==> config.mk <==
export PLATFORM = sky130hd
export DESIGN_NAME = bsg_fpu_f2i_pipe_flat
export DESIGN_NICKNAME = d
export VERILOG_FILES = /design/src/rtl/bsg_fpu_f2i_pipe_pkg.sv /design/src/rtl/bsg_fpu_f2i_pipe_if.sv /design/src/rtl/bsg_fpu_preprocess.sv /design/src/rtl/bsg_fpu_f2i_pipe.sv /design/src/flat_wrapper.sv
export SDC_FILE = /design/constraint.sdc
export NUM_CORES = 1
export LEC_CHECK = 0
export BUFFER_PORTS_ARGS = -buffer_cell sky130_fd_sc_hd__buf_2
export CAP_MARGIN = 20
export CELL_PAD_IN_SITES_DETAIL_PLACEMENT = 1
export CELL_PAD_IN_SITES_GLOBAL_PLACEMENT = 1
export CORE_ASPECT_RATIO = 0.9
export CORE_MARGIN = 4
export CORE_UTILIZATION = 35
export CTS_CLUSTER_DIAMETER = 60
export CTS_CLUSTER_SIZE = 8
export DETAILED_ROUTE_END_ITERATION = 6
export GPL_ROUTABILITY_DRIVEN = 1
export PLACE_DENSITY = 0.71
export SLEW_MARGIN = 20
export SYNTH_ARGS = -nofsm -noshare
export SYNTH_HDL_FRONTEND = slang
export SYNTH_SLANG_ARGS = --single-unit
==> constraint.sdc <==
create_clock -name clk_i -period 3.9 [get_ports clk_i]
set_clock_uncertainty 0.2 [all_clocks]
set_input_delay 0.39 -clock clk_i [delete_from_list [all_inputs] [get_ports clk_i]]
set_output_delay 0.39 -clock clk_i [all_outputs]
set_load 0.1 [all_outputs]
==> src/rtl/bsg_fpu_f2i_pipe_pkg.sv <==
// Shared FPU types and helpers for the float-to-integer pipeline.
package bsg_fpu_pkg;

   typedef enum logic [0:0] {eRTZ = 1'b0, eRNE = 1'b1} bsg_fpu_rm_e;

   function automatic int bias_f(input int e);
      return (1 << (e - 1)) - 1;
   endfunction

   // Largest unbiased exponent whose value can still fit a width-bit integer field.
   function automatic int max_ue_f(input int width);
      return width - 1;
   endfunction

endpackage

==> src/rtl/bsg_fpu_f2i_pipe_if.sv <==
// Ready/valid bundle between the issue queue, the converter and the writeback arbiter.
interface bsg_fpu_f2i_pipe_if #(
   parameter int e_p     = 5,
   parameter int m_p     = 10,
   parameter int width_p = 16
);
   import bsg_fpu_pkg::*;

   logic               v_i;
   logic               ready_o;
   logic [e_p+m_p:0]   a_i;
   logic               signed_i;
   bsg_fpu_rm_e        rm_i;
   logic               v_o;
   logic               yumi_i;
   logic [width_p-1:0] z_o;
   logic               invalid_o;
   logic               inexact_o;

   modport master (output v_i, a_i, signed_i, rm_i, yumi_i,
                   input  ready_o, v_o, z_o, invalid_o, inexact_o);
   modport slave  (input  v_i, a_i, signed_i, rm_i, yumi_i,
                   output ready_o, v_o, z_o, invalid_o, inexact_o);
endinterface

==> src/rtl/bsg_fpu_preprocess.sv <==
// Splits a float into fields and classifies it as zero, denormal, infinity or NaN.
module bsg_fpu_preprocess #(
   parameter int e_p = 5,
   parameter int m_p = 10
) (
   input  logic [e_p+m_p:0] a,
   output logic             zero,
   output logic             nan,
   output logic             infty,
   output logic             denormal,
   output logic             sign,
   output logic [e_p-1:0]   exp,
   output logic [m_p-1:0]   man
);
   logic exp_zero, exp_ones, man_zero;

   assign sign     = a[e_p+m_p];
   assign exp      = a[e_p+m_p-1:m_p];
   assign man      = a[m_p-1:0];
   assign exp_zero = (exp == '0);
   assign exp_ones = (exp == '1);
   assign man_zero = (man == '0);

   assign zero     = exp_zero & man_zero;
   assign denormal = exp_zero & ~man_zero;
   assign infty    = exp_ones & man_zero;
   assign nan      = exp_ones & ~man_zero;
endmodule

==> src/rtl/bsg_fpu_f2i_pipe.sv <==
// Two-stage float-to-integer converter: S1 classifies and aligns, S2 rounds and saturates.
module bsg_fpu_f2i_pipe
   import bsg_fpu_pkg::*;
#(
   parameter int e_p     = 5,
   parameter int m_p     = 10,
   parameter int width_p = 16
) (
   input logic                clk_i,
   input logic                reset_i,
   bsg_fpu_f2i_pipe_if.slave  io
);
   localparam int fw_lp   = m_p + width_p + 2;
   localparam int bias_lp = bias_f(e_p);
   localparam logic [width_p-1:0] max_pos_lp = {1'b0, {(width_p-1){1'b1}}};
   localparam logic [width_p-1:0] min_neg_lp = {1'b1, {(width_p-1){1'b0}}};

   typedef struct packed {
      logic               nan;
      logic               infty;
      logic               ovf;
      logic               sign;
      logic               is_signed;
      bsg_fpu_rm_e        rm;
      logic [width_p-1:0] mag;
      logic               guard;
      logic               sticky;
   } s1_t;

   logic             zero, nan, infty, denormal, sign;
   logic [e_p-1:0]   exp;
   logic [m_p-1:0]   man;
   logic signed [e_p+1:0] sh;
   logic [fw_lp-1:0] field;
   s1_t              s1_n, s1_r;
   logic             s1_v, v_r, s1_adv, s2_adv;

   bsg_fpu_preprocess #(.e_p(e_p), .m_p(m_p)) pre (
      .a(io.a_i), .zero, .nan, .infty, .denormal, .sign, .exp, .man
   );

   // sh = unbiased exponent + 2, so the two bits below the binary point land at m_p+1 (guard)
   // and below it (sticky) for every exponent from -2 upward.
   always_comb begin
      sh    = $signed({2'b00, exp}) - $signed((e_p+2)'(bias_lp - 2));
      field = fw_lp'({1'b1, man}) << $unsigned(sh);
      s1_n  = '0;
      s1_n.nan       = nan;
      s1_n.infty     = infty;
      s1_n.sign      = sign;
      s1_n.is_signed = io.signed_i;
      s1_n.rm        = io.rm_i;
      if (zero) begin
         s1_n.sticky = 1'b0;
      end else if (denormal | sh[e_p+1]) begin
         s1_n.sticky = 1'b1;
      end else if (sh > $signed((e_p+2)'(max_ue_f(width_p) + 2))) begin
         s1_n.ovf = 1'b1;
      end else begin
         s1_n.mag    = field[fw_lp-1 -: width_p];
         s1_n.guard  = field[m_p+1];
         s1_n.sticky = |field[m_p:0];
      end
   end

   logic               inc, range_ovf, ovf, neg;
   logic [width_p:0]   rmag;
   logic [width_p-1:0] z_n, z_r;
   logic               invalid_n, inexact_n, invalid_r, inexact_r;

   always_comb begin
      inc  = (s1_r.rm == eRNE) & s1_r.guard & (s1_r.sticky | s1_r.mag[0]);
      rmag = {1'b0, s1_r.mag} + (width_p+1)'(inc);
      neg  = s1_r.sign;
      if (!s1_r.is_signed)
         range_ovf = rmag[width_p];
      else if (!neg)
         range_ovf = |rmag[width_p:width_p-1];
      else
         range_ovf = rmag[width_p] | (rmag[width_p-1] & |rmag[width_p-2:0]);
      ovf       = range_ovf | s1_r.ovf | s1_r.infty;
      z_n       = '0;
      invalid_n = 1'b0;
      inexact_n = 1'b0;
      if (s1_r.nan || (ovf && !neg)) begin
         invalid_n = 1'b1;
         z_n       = s1_r.is_signed ? max_pos_lp : '1;
      end else if (ovf && s1_r.is_signed) begin
         invalid_n = 1'b1;
         z_n       = min_neg_lp;
      end else if (neg && !s1_r.is_signed && (ovf || rmag != '0)) begin
         invalid_n = 1'b1;
      end else begin
         z_n       = (neg && s1_r.is_signed) ? -rmag[width_p-1:0] : rmag[width_p-1:0];
         inexact_n = s1_r.guard | s1_r.sticky;
      end
   end

   assign s2_adv     = ~v_r | io.yumi_i;
   assign s1_adv     = ~s1_v | s2_adv;
   assign io.ready_o = s1_adv;

   always_ff @(posedge clk_i) begin
      if (reset_i) begin
         s1_v <= 1'b0;
         v_r  <= 1'b0;
      end else begin
         if (s1_adv) s1_v <= io.v_i;
         if (s2_adv) v_r  <= s1_v;
      end
   end

   // NOTE: datapath registers carry no reset; the valid bits alone decide whether they mean anything.
   always_ff @(posedge clk_i) begin
      if (s1_adv && io.v_i) s1_r <= s1_n;
      if (s2_adv && s1_v) begin
         z_r       <= z_n;
         invalid_r <= invalid_n;
         inexact_r <= inexact_n;
      end
   end

   assign io.v_o       = v_r;
   assign io.z_o       = z_r;
   assign io.invalid_o = invalid_r;
   assign io.inexact_o = inexact_r;
endmodule

==> src/flat_wrapper.sv <==
// flat-port wrapper written by rule: the top's interface ports become plain ports
module bsg_fpu_f2i_pipe_flat import bsg_fpu_pkg::*;
#(
   parameter int e_p     = 5,
   parameter int m_p     = 10,
   parameter int width_p = 16
)
  (clk_i, reset_i, io_v_i, io_a_i, io_signed_i, io_rm_i, io_yumi_i, io_ready_o, io_v_o, io_z_o, io_invalid_o, io_inexact_o);
  bsg_fpu_f2i_pipe_if #(.e_p(e_p), .m_p(m_p), .width_p(width_p)) io_i ();
  input logic clk_i;
  input logic reset_i;
  input wire logic [$bits(io_i.v_i)-1:0] io_v_i;
  input wire logic [$bits(io_i.a_i)-1:0] io_a_i;
  input wire logic [$bits(io_i.signed_i)-1:0] io_signed_i;
  input wire logic [$bits(io_i.rm_i)-1:0] io_rm_i;
  input wire logic [$bits(io_i.yumi_i)-1:0] io_yumi_i;
  output wire logic [$bits(io_i.ready_o)-1:0] io_ready_o;
  output wire logic [$bits(io_i.v_o)-1:0] io_v_o;
  output wire logic [$bits(io_i.z_o)-1:0] io_z_o;
  output wire logic [$bits(io_i.invalid_o)-1:0] io_invalid_o;
  output wire logic [$bits(io_i.inexact_o)-1:0] io_inexact_o;
  assign io_i.v_i = io_v_i;
  assign io_i.a_i = io_a_i;
  assign io_i.signed_i = io_signed_i;
  assign io_i.rm_i = io_rm_i;
  assign io_i.yumi_i = io_yumi_i;
  assign io_ready_o = io_i.ready_o;
  assign io_v_o = io_i.v_o;
  assign io_z_o = io_i.z_o;
  assign io_invalid_o = io_i.invalid_o;
  assign io_inexact_o = io_i.inexact_o;
  bsg_fpu_f2i_pipe #(.e_p(e_p), .m_p(m_p), .width_p(width_p)) u_core (.clk_i(clk_i), .reset_i(reset_i), .io(io_i));
endmodule
==> run metrics, run 1 <==
number of flops mapped to enable cells by yosys=42; clock insertion delay at the later pin of the skew report=290 ps; commonest non-fill, non-tap cells in the layout=nor2_1, edfxtp_1, buf_2; drt total wl=9.26 mm; worst hold path startpoint=reset_i; H-tree depth=2; Final Worst Setup Slack=426 ps; CP arrival=3290 ps; CTS Buffer Depth=2; unique cell type count in the Yosys netlist=73; postcts setup bufs=0; antenna viol nets, final=0; R2R Path End=u_core.io.z_o[7]$_SDFFCE_PP1P_; status=finished clean; Post-synth top flop=edfxtp_1; crit path time final=3470 ps; required time worst endpoint=3720 ps; PortBufs=41; DR pass1 iterations=4; CTS resizes=0; cts bufs inserted=5; DR WL/cell=16.9 um; # diodes=0; compound-gate portion of the synthesized area=20.2%; largest family of logic cells by synthesized area=simple AND/OR/NAND/NOR gates; DR vias/cell=5.57; IO Pins=42; max-slew violations=0; P&R area growth vs syn=14.2%; final instance area=4050 um^2; gate count after technology mapping=387; Worst Hold End=u_core.io.v_o$_SDFFE_PP0P_; crit path kind=reg2reg; Setup WS pre-CTS=382 ps; antenna violations before repair=0; xor and xnor area share after synthesis=8.35%; Max Fclk=0.288 GHz; Final Hold Fails=0; HPWL Detailed=7.34 mm; post-synthesis mux area share=5.67%; Synth Cell Area=3550 um^2; Worst-path clk slew=70 ps; post-synthesis adder-cell area fraction=2.47%; Core Area=9780 um^2; Async SR Flop Fraction=0%; simple-gate share of the synthesized area=22.7%; register-to-register setup slack=430 ps; Fin Hold WS=63.7 ps; CTS root buffer=clkbuf_16; DRT iter0 DRCs=101; largest net degree at the start of global routing=25; Setup violations, final=0; Initial Util=36.3%; vias post-DR=3050; Worst R2R Path Depth=10; post-synthesis sequential area ratio=36.6%; CP Max Fanout=16; first-pass GRT wire length=16.0 mm; Setup TNS=0 ps; Tot GR Track Use=16.4%; CTS tree=yes; Slew @ Worst Pin=743 ps; Setup crit start kind=register; Die Ht=104 um; Total Nets Final=450; Crit Reg-Reg Startpoint=u_core.s1_r[0]$_SDFFCE_PP0P_; std cell rows=34; Leak Pwr=1.45 nW; syn avg cell area=9.18 um^2; Die X=114 um; commonest non-fill, non-tap cell in the layout=nor2_1; Hold WC Path Type=in2reg; Die Area=11800 um^2; RSZ-0062 raised after global routing=false; number of global-route vias before repair=3189; max_cap viols=0; DRC Markers=0; VDD IR-drop max=0.200 mV; Synth Warn #=0; Syn Nets=416; CTS Hold Buffers Added=0; Pwr Total=1.47 mW; Congestion Overflow GR=0; clk sinks=44; hold depth=2; dpl cell area=3880 um^2; Final Cycle Share=89.1%; #FFs+latches synth=44; Cell Pwr Density=363 nW/um^2; proportion of layout cells with a drive suffix above 1=20.1%; Max-slew headroom=50.3%; CP Capture Type=register; routability cong.=0.837
[synth_stat cells (all sizes together) (6+ instances only)]
library cell,n,area [um^2]
a21oi,18,93.8
a31oi,6,37.5
and2,8,50.1
buf,7,45.0
clkbuf,17,63.8
edfxtp,42,1260
ha,7,87.6
inv,8,30.0
mux2i,10,100
nand2,27,104
nand3,12,65.1
nand4,6,52.6
nor2,50,190
nor3,14,81.3
nor4,9,68.8
o21ai,31,155
xnor2,21,191
xor2,12,105
[stage by stage]
stage               utilization (%)  instances
floorplan                         -        387
global placement               39.7        540
detailed placement             39.7        540
CTS                            41.4        548
global route                   41.4        548
finish                         41.4        548
[report_power, final]
part | leakage, nW | internal (mW) | switching [mW]
clock | 0.0840 | 0.304 | 0.180
combinational | 0.940 | 0.128 | 0.272
sequential | 0.422 | 0.555 | 0.0322
[cells by family after synthesis]
group	after synthesis
compound gates	101
flops	44
fa+ha+maj	7
simple gates	152
mux	17
buf+inv	33
xor+xnor	33
[final cells by class]
class	count	area, um^2
clock buffers	5	125
clock inverters	3	47.5
fillers	1162	5730
inverters	9	33.8
multi-input cells	310	2110
flip-flops and latches	44	1300
well taps	126	158
repair buffers	51	280
[critical path, stage by stage (launching register included)]
cell       delay (ps)
edfxtp_1          350
o211a_1           160
ha_1              230
ha_1              400
and4_1            300
and2_1            180
nor3_1             70
o2111ai_2         410
nor4_2            130
o31ai_4           600
o21ai_1           160
[sequential cells by signal (all words and copies together) (netlist names)]
name / cells
u_core.s1_v: 1
u_core.neg: 1
u_core.io.v_o: 1
u_core.io.invalid_o: 1
u_core.io.inexact_o: 1
u_core.io.z_o: 16
u_core.s1_r: 23
[how the worst max path moves through the flow]
stage | start | to | slack (ps)
2_1_floorplan | io_a_i[10] | u_core.s1_r[0]$_SDFFCE_PP0P_ | 370
3_3_place_gp | u_core.s1_r[0]$_SDFFCE_PP0P_ | u_core.io.z_o[4]$_SDFFCE_PP1P_ | 590
3_5_place_dp | u_core.s1_r[0]$_SDFFCE_PP0P_ | u_core.io.z_o[5]$_SDFFCE_PP1P_ | 380
4_1_cts | u_core.s1_r[0]$_SDFFCE_PP0P_ | u_core.io.z_o[5]$_SDFFCE_PP1P_ | 410
5_1_grt | u_core.s1_r[0]$_SDFFCE_PP0P_ | u_core.io.z_o[7]$_SDFFCE_PP1P_ | 130
6_report | u_core.s1_r[0]$_SDFFCE_PP0P_ | u_core.io.z_o[7]$_SDFFCE_PP1P_ | 430
[routing by layer]
| layer | wire, um | global-route usage [%] |
|---|---|---|
| met5 | 0 | 0 |
| met4 | 224 | 5.17 |
| met3 | 330 | 2.62 |
| met2 | 4530 | 28.5 |
| met1 | 4180 | 20.8 |
Power figures use the tool's default switching activity.
==> run 2, diff against run 1 <==
==> constraint.sdc (replaced) <==
create_clock -name clk_i -period 3.9 [get_ports clk_i]
set_clock_uncertainty 0.2 [all_clocks]
set_input_delay 0.195 -clock clk_i [delete_from_list [all_inputs] [get_ports clk_i]]
set_output_delay 0.195 -clock clk_i [all_outputs]
set_load 0.1 [all_outputs]
==> run 2 against run 1 <==
Effect of this change:
- combinational power is essentially flat
- critical endpoint unchanged
- sequential share of layout area down 0.15 points
- sequential cell count did not move
- largest power group unchanged
- worst setup slack gained 41 ps
- total power is 4.0% lower
- cell area up 0.46%
- register-to-register slack improved by 40 ps
- non-clock buffer count is 4 higher
- sequential power is essentially flat
- routed wire length decreased by 0.91%
- highest routed layer unchanged
- clock-buffer cell count did not move
==> run metrics, run 2 (synthesized netlist as in run 1, its figures left out) <==
crit path time final=3430 ps (-41.4 ps); Tot GR Track Use=15.9% (-0.51 points); DR vias/cell=5.49 (-1.3%); DR pass1 iterations=4 (unchanged); Setup violations, final=0 (unchanged); routability cong.=0.835 (-0.27%); clk sinks=44 (unchanged); number of global-route vias before repair=3160 (-0.91%); Die Area=11800 um^2 (unchanged); P&R area growth vs syn=14.7%; CTS tree=yes; clock insertion delay at the later pin of the skew report=290 ps (about the same); Most flops, register=u_core.s1_r; RSZ-0062 raised after global routing=false; CP Capture Type=register; max_cap viols=0 (unchanged); antenna viol nets, final=0 (unchanged); cts bufs inserted=5 (unchanged); DR WL/cell=16.6 um (-1.6%); Final Worst Setup Slack=467 ps (+41.4 ps); drt total wl=9.18 mm (-0.91%); Congestion Overflow GR=0 (unchanged); Max-slew headroom=31.6% (-19 points); sequential fraction of design power=41.6% (+1.7 points); Setup TNS=0 ps (unchanged); std cell rows=34 (unchanged); Die X=114 um (unchanged); met1 WL=4.17 mm (-0.22%); DRT iter0 DRCs=143 (+42%); proportion of layout cells with a drive suffix above 1=19.5% (-0.66 points); required time worst endpoint=3710 ps (about the same); CTS resizes=0 (unchanged); clock power share=30.0% (-2.9 points); IO Pins=42 (unchanged); Setup crit start kind=register; Worst-path clk slew=70 ps (about the same); CP arrival=3250 ps (-40 ps); CTS root buffer=clkbuf_16; antenna violations before repair=0 (unchanged); Largest register FFs=23 (unchanged); status=finished clean; Final Cycle Share=88.0% (-1.1 points); CTS Buffer Depth=2 (unchanged); Internal=0.927 mW (-6.1%); largest net degree at the start of global routing=25 (unchanged); # diodes=0 (unchanged); commonest non-fill, non-tap cells in the layout=nor2_1, edfxtp_1, buf_2; Core Area=9780 um^2 (unchanged); crit path kind=reg2reg; Max Fclk=0.291 GHz (+1.2%); HPWL Detailed=7.30 mm (-0.56%); vias post-DR=3032 (-0.59%); postcts setup bufs=0 (unchanged); Total Nets Final=454 (+0.89%); Die Ht=104 um (unchanged); PortBufs=41 (unchanged); metal2 WL=4.64 mm (+2.5%); DRC Markers=0 (unchanged); Final Hold Fails=0 (unchanged); max-slew violations=0 (unchanged); combinational power share=28.4% (+1.2 points); Leak Pwr=1.45 nW (+0.16%); Switching Share=34.4% (+1.5 points); first-pass GRT wire length=15.6 mm (-2.3%); H-tree depth=2 (unchanged); commonest non-fill, non-tap cell in the layout=nor2_1; CP Max Fanout=16 (unchanged); Net Switching=0.486 mW (+0.24%); Top Layer Used=met4; Cell Pwr Density=347 nW/um^2 (-4.5%); Slew @ Worst Pin=1030 ps (+283 ps); DR WL met3=246 um (-25%); Setup WS pre-CTS=423 ps (+40.2 ps); Initial Util=36.3% (unchanged); Hold WC Path Type=in2reg; VDD IR-drop max=0.199 mV (-0.41%)
-- run 2: cell type report --
cell class                      instances  area, um^2
Fill cell                            1159        5710
Clock inverter                          3        25.0
Inverter                                9        33.8
Sequential cell                        44        1300
Clock buffer                            5         125
Timing Repair Buffer                   55         323
Multi-Input combinational cell        310        2110
Tap cell                              126         158
-- run 2: routing by layer --
layer  vias up  GRT usage [%]
met1      1451           20.4
li1       1526              -
met3         9           2.22
met5         -              0
met4         0           3.82
met2        46           28.1
-- run 2: worst paths after layout --
path	start	endpoint	slack (ps)	depth (start not counted)
setup / recovery	u_core.s1_r[1]$_SDFFCE_PP0P_	u_core.io.z_o[7]$_SDFFCE_PP1P_	470	10
setup reg to reg	u_core.s1_r[1]$_SDFFCE_PP0P_	u_core.io.z_o[7]$_SDFFCE_PP1P_	470	10
hold reg to reg	u_core.s1_v$_SDFFE_PP0N_	u_core.io.v_o$_SDFFE_PP0P_	330	2
hold / removal	io_yumi_i	u_core.io.v_o$_SDFFE_PP0P_	30	4
-- run 2: critical path, cell delays in order, from the launching register on --
cell and delay, ps:
edfxtp_1 360, o211a_1 160, ha_1 230, ha_1 400, and4_1 290, and2_1 170, nor3_1 70, o2111ai_2 420
nor4_2 140, o31ai_4 580, o21ai_1 150
-- run 2: what timing repair did --
| item | in CTS | in global routing |
|---|---|---|
| hold endpoints to repair | 5 | 0 |
| hold buffers | 5 | 0 |
| endpoints found under the setup margin | 0 | 0 |
-- run 2: per-stage QoR --
stage | power (mW) | hold WS [ps] | std cells | util (%) | area (um^2)
floorplan | 0.895 | 67.4 | 387 | - | 3550
global placement | 0.986 | 170 | 539 | 39.6 | 3870
detailed placement | 0.994 | 171 | 539 | 39.6 | 3870
CTS | 1.43 | 31.5 | 552 | 41.6 | 4070
global route | 1.49 | 78.6 | 552 | 41.6 | 4070
finish | 1.41 | 31.4 | 552 | 41.6 | 4070
-- run 2: power by group through the flow --
stage          registers (mW)  logic, mW  clock network, mW
2_1_floorplan           0.650      0.244                  0
3_3_place_gp            0.595      0.390                  0
3_5_place_dp            0.597      0.397                  0
4_1_cts                 0.587      0.403              0.438
5_1_grt                 0.591      0.441              0.457
6_report                0.587      0.401              0.424
